File: src/rtl/border_box_scan.sv
`default_nettype none
// ============================================================================
// Module   : border_box_scan
// Purpose  : Walks the row/column border RAMs after each projection and emits
//            one sanitised digit bounding box per (row, col) pair on a
//            valid/ready stream.
// Revision : 1.0  initial release
// ============================================================================
module border_box_scan #(
  parameter int NUM_ROW = 1,
  parameter int NUM_COL = 3,
  parameter int H_PIXEL = 1280,
  parameter int V_PIXEL = 720,
  parameter int DEPBIT  = 13
) (
  input  logic              clk,
  input  logic              rst_n,
  input  logic              project_done_flag,
  input  logic [3:0]        num_row,
  input  logic [3:0]        num_col,
  output logic [DEPBIT-1:0] row_border_addr_rd,
  input  logic [DEPBIT-1:0] row_border_data_rd,
  output logic [DEPBIT-1:0] col_border_addr_rd,
  input  logic [DEPBIT-1:0] col_border_data_rd,
  output logic              box_valid,
  input  logic              box_ready,
  output logic [10:0]       box_x0,
  output logic [10:0]       box_x1,
  output logic [10:0]       box_y0,
  output logic [10:0]       box_y1,
  output logic [7:0]        box_idx,
  output logic              box_last,
  output logic              scan_busy,
  output logic              scan_done
);

  localparam logic [3:0]  NUM_ROW_C = 4'(NUM_ROW);
  localparam logic [3:0]  NUM_COL_C = 4'(NUM_COL);
  localparam logic [10:0] X_MAX     = 11'(H_PIXEL - 1);
  localparam logic [10:0] Y_MAX     = 11'(V_PIXEL - 1);

  typedef enum logic [3:0] {
    IDLE  = 4'd0,
    ROW_A = 4'd1,
    ROW_B = 4'd2,
    ROW_W = 4'd3,
    COL_A = 4'd4,
    COL_B = 4'd5,
    COL_W = 4'd6,
    EMIT  = 4'd7,
    DONE  = 4'd8
  } state_e;

  state_e            state_q, state_d;
  logic              prev_flag_q;
  logic [3:0]        nr_q, nr_d, nc_q, nc_d, r_q, r_d, c_q, c_d;
  logic [DEPBIT-1:0] row_addr_q, row_addr_d, col_addr_q, col_addr_d;
  logic [10:0]       x0_q, x0_d, x1_q, x1_d, y0_q, y0_d, y1_q, y1_d;
  logic              box_valid_q, box_valid_d, box_last_q, box_last_d;
  logic [7:0]        box_idx_q, box_idx_d;
  logic              busy_q, busy_d, done_q, done_d;

  logic              flag_rise;
  logic [3:0]        nr_clamp, nc_clamp;

  // Upper RAM data bits carry nothing for an 11-bit coordinate.
  logic unused_data_bits;
  assign unused_data_bits = ^{row_border_data_rd[DEPBIT-1:11], col_border_data_rd[DEPBIT-1:11]};

  // Entry k lives at 2k+1 (start edge) and 2k+2 (end edge).
  function automatic logic [DEPBIT-1:0] edge_addr(input logic [3:0] k, input logic end_edge);
    return DEPBIT'({k, 1'b0}) + (end_edge ? DEPBIT'(2) : DEPBIT'(1));
  endfunction

  // Returns {lo, hi}: wrapped start forced to 0, end clamped to lim, lo kept <= hi.
  function automatic logic [21:0] sanitize(input logic [10:0] s, input logic [10:0] e,
                                           input logic [10:0] lim);
    logic [10:0] lo, hi;
    lo = (s > e) ? 11'd0 : s;
    hi = (e > lim) ? lim : e;
    if (lo > hi) lo = hi;
    return {lo, hi};
  endfunction

  assign flag_rise = project_done_flag & ~prev_flag_q;
  assign nr_clamp  = (num_row > NUM_ROW_C) ? NUM_ROW_C : num_row;
  assign nc_clamp  = (num_col > NUM_COL_C) ? NUM_COL_C : num_col;

  always_comb begin
    state_d     = state_q;
    nr_d        = nr_q;
    nc_d        = nc_q;
    r_d         = r_q;
    c_d         = c_q;
    row_addr_d  = row_addr_q;
    col_addr_d  = col_addr_q;
    x0_d        = x0_q;
    x1_d        = x1_q;
    y0_d        = y0_q;
    y1_d        = y1_q;
    box_valid_d = box_valid_q;
    box_last_d  = box_last_q;
    box_idx_d   = box_idx_q;
    busy_d      = busy_q;
    done_d      = 1'b0;

    case (state_q)
      IDLE: begin
        if (flag_rise) begin
          nr_d      = nr_clamp;
          nc_d      = nc_clamp;
          r_d       = 4'd0;
          c_d       = 4'd0;
          box_idx_d = 8'd0;
          busy_d    = 1'b1;
          if (nr_clamp == 4'd0 || nc_clamp == 4'd0) begin
            state_d = DONE;
          end else begin
            row_addr_d = edge_addr(4'd0, 1'b0);
            state_d    = ROW_A;
          end
        end
      end
      ROW_A: begin
        row_addr_d = edge_addr(r_q, 1'b1);
        state_d    = ROW_B;
      end
      ROW_B: begin
        y0_d    = row_border_data_rd[10:0];
        state_d = ROW_W;
      end
      ROW_W: begin
        {y0_d, y1_d} = sanitize(y0_q, row_border_data_rd[10:0], Y_MAX);
        col_addr_d   = edge_addr(c_q, 1'b0);
        state_d      = COL_A;
      end
      COL_A: begin
        col_addr_d = edge_addr(c_q, 1'b1);
        state_d    = COL_B;
      end
      COL_B: begin
        x0_d    = col_border_data_rd[10:0];
        state_d = COL_W;
      end
      COL_W: begin
        {x0_d, x1_d} = sanitize(x0_q, col_border_data_rd[10:0], X_MAX);
        box_valid_d  = 1'b1;
        box_last_d   = (r_q + 4'd1 == nr_q) && (c_q + 4'd1 == nc_q);
        state_d      = EMIT;
      end
      EMIT: begin
        if (box_ready) begin
          box_valid_d = 1'b0;
          box_last_d  = 1'b0;
          box_idx_d   = box_idx_q + 8'd1;
          if (c_q + 4'd1 < nc_q) begin
            // Same row: row bounds are kept, only the column pair is re-read.
            c_d        = c_q + 4'd1;
            col_addr_d = edge_addr(c_q + 4'd1, 1'b0);
            state_d    = COL_A;
          end else if (r_q + 4'd1 < nr_q) begin
            r_d        = r_q + 4'd1;
            c_d        = 4'd0;
            row_addr_d = edge_addr(r_q + 4'd1, 1'b0);
            state_d    = ROW_A;
          end else begin
            state_d = DONE;
          end
        end
      end
      DONE: begin
        done_d  = 1'b1;
        busy_d  = 1'b0;
        state_d = IDLE;
      end
      default: state_d = IDLE;
    endcase
  end

  always_ff @(posedge clk or negedge rst_n) begin
    if (!rst_n) begin
      state_q     <= IDLE;
      prev_flag_q <= 1'b0;
      nr_q        <= '0;
      nc_q        <= '0;
      r_q         <= '0;
      c_q         <= '0;
      row_addr_q  <= '0;
      col_addr_q  <= '0;
      x0_q        <= '0;
      x1_q        <= '0;
      y0_q        <= '0;
      y1_q        <= '0;
      box_valid_q <= 1'b0;
      box_last_q  <= 1'b0;
      box_idx_q   <= '0;
      busy_q      <= 1'b0;
      done_q      <= 1'b0;
    end else begin
      state_q     <= state_d;
      prev_flag_q <= project_done_flag;
      nr_q        <= nr_d;
      nc_q        <= nc_d;
      r_q         <= r_d;
      c_q         <= c_d;
      row_addr_q  <= row_addr_d;
      col_addr_q  <= col_addr_d;
      x0_q        <= x0_d;
      x1_q        <= x1_d;
      y0_q        <= y0_d;
      y1_q        <= y1_d;
      box_valid_q <= box_valid_d;
      box_last_q  <= box_last_d;
      box_idx_q   <= box_idx_d;
      busy_q      <= busy_d;
      done_q      <= done_d;
    end
  end

  assign row_border_addr_rd = row_addr_q;
  assign col_border_addr_rd = col_addr_q;
  assign box_valid          = box_valid_q;
  assign box_x0             = x0_q;
  assign box_x1             = x1_q;
  assign box_y0             = y0_q;
  assign box_y1             = y1_q;
  assign box_idx            = box_idx_q;
  assign box_last           = box_last_q;
  assign scan_busy          = busy_q;
  assign scan_done          = done_q;

endmodule
`default_nettype wire

File: config.mk
export PLATFORM = sky130hd
export DESIGN_NAME = border_box_scan
export DESIGN_NICKNAME = d
export VERILOG_FILES = /design/src/rtl/border_box_scan.sv
export SDC_FILE = /design/constraint.sdc
export NUM_CORES = 1
export LEC_CHECK = 0
export ABC_AREA = 1
export BUFFER_PORTS_ARGS = -buffer_cell sky130_fd_sc_hd__buf_2
export CAP_MARGIN = 0
export CORE_MARGIN = 3
export CORE_UTILIZATION = 35
export CTS_BUF_LIST = sky130_fd_sc_hd__clkbuf_16
export DETAILED_ROUTE_END_ITERATION = 7
export HOLD_SLACK_MARGIN = 0.06
export SLEW_MARGIN = 10
export SYNTH_ARGS = -nofsm -noshare
export SYNTH_HDL_FRONTEND = slang
export SYNTH_SLANG_ARGS = --single-unit
File: constraint.sdc
create_clock -name clk -period 6.6 [get_ports clk]
set_input_delay 1.32 -clock clk [delete_from_list [all_inputs] [get_ports clk]]
set_output_delay 1.32 -clock clk [all_outputs]
set_load 0.005 [all_outputs]
; After elaboration in Yosys (flattened, before gate mapping)
; Index checks and enable logic that the tools add are counted.
[word_totals]
register_bits = 103
input_bits = 38
out_inout_bits = 82
wordCells = 118
[op_classes]
addsub = 8
n_lt_le_gt_ge = 10
n_eq_ne = 17
mux = 43
n_bitwise = 2
reduce_logical = 21
[ops]
columns = cell, n
row1 = $mux W13, 7
row2 = $pmux W13 S3, 2
row3 = $mux W11, 6
row4 = $mux W4, 14
row5 = $gt A11 B11 Y1, 4
row6 = $pmux W11 S2, 2
row7 = $pmux W4 S8, 1
row8 = $add A5 B1 Y6 const B, 3
row9 = $eq A4 B3 Y1 const B, 4
row10 = $mux W8, 2
row11 = $pmux W4 S2, 2
row12 = $pmux W8 S2, 1
row13 = $add A5 B2 Y6 const B, 2
row14 = $logic_not A4 Y1, 3
row15 = $ne A2 B2 Y1 const B, 6
row16 = $gt A11 B10 Y1 const B, 1
row17 = $gt A11 B11 Y1 const B, 1
row18 = $reduce_bool A2 Y1, 5
row19 = $add A4 B1 Y4 const B, 2
row20 = $add A8 B1 Y8 const B, 1
row21 = $eq A4 B2 Y1 const B, 2
row22 = $eq A4 B4 Y1, 2
row23 = $lt A4 B4 Y1, 2
row24 = $reduce_and A2 Y1, 4
row25 = 16 further kinds, 22

; Logic depth before layout (Yosys ltp)
[depth]
word_depth = 7
depth_mapped = 25
ltp_nobuf = 23

; Worst setup path before layout
; Ideal clock, no wire load.
[synth_timing]
kind = input -> register
from = input port row_border_data_rd[10]
to = register y0_q[10] (netlist: box_y0[10])
setup_ns = 0.134
arrival_time_ns = 3.452
t_required_ns = 6.466
slack_ns = 3.014
path_stages = 24
n_path_buf = 2
cell_sequence = inv_1 > ha_1 > nand2_1 > inv_1 > nand2_1 > nor2_1 > nand2_1 > nand3_1 > nand2_1 > buf_2 > nand2_1 > inv_1 > ha_1 > nand2_1 > inv_1 > nand2_1 > nor2_1 > nand2_1 > nand3_1 > buf_2 > nand3b_1 > nand2_1 > nand2_1 > o21ai_0
[synth_between]
elab_chain_cells = 5
word_cells_on_any_way = 7
classes_between = order compare (3) / mux (4)
[synth_lines]
columns = item, line_no
row1 = start: declaration, 22  ; input logic [DEPBIT-1:0] row_border_data_rd,
row2 = $gt A11 B11 Y1 or $gt A11 B10 Y1 (tied branches), "79, 80"
row3 = "$mux W11, on equally long branches", "79, 80"
row4 = $gt A11 B11 Y1, 81  ; if (lo > hi) lo = hi;
row5 = $mux W11, 81
row6 = $pmux W11 S2 *, 107  ; case (state_q)
row7 = end signal: assignment, 210  ; y0_q <= y0_d;
row8 = end: declaration, 58  ; logic [10:0] x0_q, x0_d, x1_q, x1_d, y0_q, y0_d, y1_q, y1_d;
; Mark *: on every way between the ends. The rest lies on a longest branch, timed or not.
; A chain may end at the register's enable or synchronous reset.

; Worst setup path after layout
[layout_timing]
from = input port row_border_data_rd[6]
to = register y0_q[5] (netlist: box_y0[5])
[layout_between]
elab_chain_cells = 5
word_cells_on_any_way = 7
classes_between = order compare (3) / mux (4)
[layout_lines]
columns = item, line_no
row1 = $gt A11 B11 Y1 or $gt A11 B10 Y1 (tied branches), "79, 80"
row2 = "$mux W11, on equally long branches", "79, 80"
row3 = $gt A11 B11 Y1, 81
row4 = $mux W11 *, 81
row5 = $pmux W11 S2 *, 107
; Marked as above.

==> metrics.md <==
| Metric | Value |
|---|---|
| CP Capture Type | `flop` |
| Crit path max fanout | `12` |
| Clock Path Buffers | `2` |
| Global-route wire length before repair | `26010 um` |
| Async S/R FF share, synth | `100.0%` |
| Power Dens Cells | `412.4 mW/mm2` |
| Final number of max-transition violations | `0` |
| Max Cap Viol | `0` |
| Worst slew margin relative to its limit | `31.11%` |
| Crit path max-delay family | `simple AND/OR/NAND/NOR gates` |
| Synth top area cells | `dfrtp_1, nand2_1, ha_1` |
| DIE WIDTH | `138.2 um` |
| Worst setup SP type | `primary input` |
| CP max stage delay | `0.40 ns` |
| WS Path Type | `in2reg` |
| Post-DRT Antenna Nets | `0` |
| Die H | `138.2 um` |
| Non-filler instance count after layout | `1158` |
| CP most frequent cell | `nand2_1` |
| Avg WL per Cell | `13.24 um` |
| Post-synth EDFFs | `0` |
| CTS Sinks | `89` |
| Hold Path Stages | `2` |
| RSZ-0062 raised after global routing | `false` |
| Antenna Cells | `0` |
| Number of DRC markers in iteration 0 | `321` |
| Initial antenna violation count | `1` |
| Fmax achieved | `233.1 MHz` |
| Post-CTS Setup Bufs | `0` |
| Syn Area/Cell | `7.276 um2` |
| Worst path bufs/invs | `4` |
| YS warnings | `0` |
| Post-synth top area cell | `dfrtp_1` |
| CTS buffer count | `9` |
| Static leakage | `4.028 nW` |
| Post-synth top cells | `nand2_1, inv_1, dfrtp_1` |
| Maximum vdd drop | `0.2403 mV` |
| Worst Hold Class | `reg2reg` |
| Core area | `0.01682 mm2` |
| Port-buffer cells | `101` |
| Worst r2r path cells | `19` |
| Post-CTS Hold Buffers | `0` |
| Dominant synthesized flop cell | `dfrtp_1` |
| Quantity of gates resized following cts | `0` |
| Pre-antenna DRT Iters | `5` |
| Top-count cell post-synth | `nand2_1` |
| Layout cells sized above 1 | `15.67%` |
| Total Power | `2.893 mW` |
| Residual DRC | `0` |
| Fin crit period | `4.289 ns` |
| GRT Overall Usage | `16.55%` |
| Worst-Margin Slew | `1.030 ns` |
| Fin nets | `1026` |
| Crit path DAT | `4.56 ns` |
| CTS root buffer | `clkbuf_16` |
| Vias per cell | `4.644` |
| Largest net degree at the start of global routing | `65` |
| Setup violators final | `0` |
| Worst Path Required | `6.87 ns` |
| Outcome | `complete, no violations` |
| Slowest CP cell | `nand2_1` |
| Routed WL | `15330 um` |
| Global route overflow | `0` |
| Register bit total from synthesis | `89` |
| Crit path depth | `21` |
| Rows | `47` |
| Clock insertion delay at the later pin of the skew report | `0.35 ns` |
| Sequential area share after synthesis | `36.44%` |
| Final Skew | `0.008014 ns` |
| Synthesized instance count | `840` |
| Routability cong. | `0.8154` |
| Vias in the first global route | `5107` |
| Initial Util | `36.34%` |
| Via count | `5378` |
| Area grow syn2layout | `14.78%` |
| Slack of the critical path | `2.311 ns` |
| Final worst-path cycle share | `64.99%` |
| Filler Cell Count | `1821` |
| Hold Violations, Final | `0` |
| Cell Chain, Critical Path | `buf_2 > inv_1 > ha_1 > nand4_1 > nor2_1 > nand2_1 > nand3_1 > nand2_1 > nand2_1 > inv_1 > ha_1 > nand2_1 > inv_1 > nand2_1 > nor2_1 > nand2_1 > nand3_1 > nand2_1 > nand2_1 > nand2_1 > a21oi_1` |
| Synthesized area | `0.006112 mm2` |
| # IOs | `120` |
| Post-DP HPWL | `11520 um` |
| Post-synth cell types | `42` |
| Post-placement cell count | `1142` |
| H-Tree Depth | `3` |
| Top cell type's share of synthesized area | `36.44%` |
| Worst slack at placement | `1.950 ns` |
| Die Footprint | `0.01909 mm2` |
| CTS tree | `built` |
| Clock transition at the registers of the reported paths | `0.07 ns` |
| Setup TNS | `0 ns` |
-- through the flow --
stage	util, %	cell area, um2	hold slack, ns
after CTS	41.71	7015	0.4713
after floorplan	-	6161	0.4422
after detailed placement	40.15	6753	0.4551
after global routing	41.71	7015	0.5051
final	41.71	7015	0.4699
after global placement	40.15	6753	0.4577
-- final cells by class --
type                       instances  area, um2  share of cell area, %
multi-input combinational        592       3201                  45.62
sequential                        89       2227                  31.75
timing repair buffer             104      530.5                  7.562
inverter                         137      519.2                  7.401
tap                              220      275.3                  3.924
clock buffer                       9      225.2                  3.210
clock inverter                     7      37.54                 0.5350
-- flip-flops by register name, indices dropped and copies added, names as in the netlist, 4 cells and up --
signal	cells
box_idx	8
box_x0	11
box_x1	11
box_y0	11
box_y1	11
c_q	4
col_border_addr_rd	6
nc_q	4
nr_q	4
r_q	4
row_border_addr_rd	6
state_q	4
-- path summary, 6_finish.rpt --
kind	end	slack, ns	from
setup / recovery	box_y0[5]	2.31	row_border_data_rd[6]
hold / removal	row_border_addr_rd[2]	0.47	row_border_addr_rd[2]
setup reg to reg	box_y0[5]	3.02	box_y0[6]
hold reg to reg	row_border_addr_rd[2]	0.47	row_border_addr_rd[2]
max in group asynchronous	scan_busy	4.56	rst_n
min in group asynchronous	col_border_addr_rd[2]	0.87	rst_n
-- metal layers --
layer | up-vias | GRT usage [%] | wire [um]
met2 | 120 | 25.87 | 7057
li1 | 2835 | - | -
met5 | - | 0 | 7
met3 | 8 | 4.454 | 778
met4 | 2 | 3.900 | 141
met1 | 2413 | 23.01 | 7349
-- logic make-up (layout without fill, tap and decap cells) --
| logic type | after synthesis | count (layout) | synth area share [%] |
|---|---|---|---|
| adders and majority gates | 55 | 55 | 11.26 |
| other | 2 | 15 | 0.1229 |
| buffers and inverters | 172 | 257 | 12.00 |
| AOI/OAI and AO/OA | 127 | 127 | 11.93 |
| DFF | 89 | 89 | 36.44 |
| xor gates and xnor gates | 7 | 7 | 1.003 |
| and+or+nand+nor | 388 | 388 | 27.25 |
-- layout by cell type (no fill, tap or decap), types with 2 or more instances in the layout --
cell / n
dfrtp_1: 89
conb_1: 15
nand4_1: 7
nor2_1: 71
o21bai_1: 2
nand2_2: 4
nor3_4: 2
inv_2: 4
clkinv_2: 2
nor3_1: 4
xor2_1: 6
ha_1: 55
o21ai_1: 4
a21o_1: 2
inv_1: 132
a31oi_1: 3
nand3b_1: 5
nand2_4: 3
nor2_4: 3
o31ai_2: 4
nand3_1: 47
buf_4: 4
clkinv_1: 3
o31ai_1: 3
nand2_1: 234
nor2_2: 3
a21oi_1: 64
o21ai_0: 37
clkbuf_16: 9
and3_1: 3
buf_2: 100
-- report_power, final --
group          internal [mW]  leakage, nW  switching, mW  total [mW]
logic                  0.567         2.79          0.966        1.53
clock network          0.251        0.128          0.218       0.469
registers              0.740         1.11          0.151       0.892
-- tightest hold or removal path, delay by kind of cell (launching register included) --
family	cells	cell delay [ns]
flops	1	0.34
simple gates	2	0.10
No activity file was read; power rests on OpenSTA's default activity.
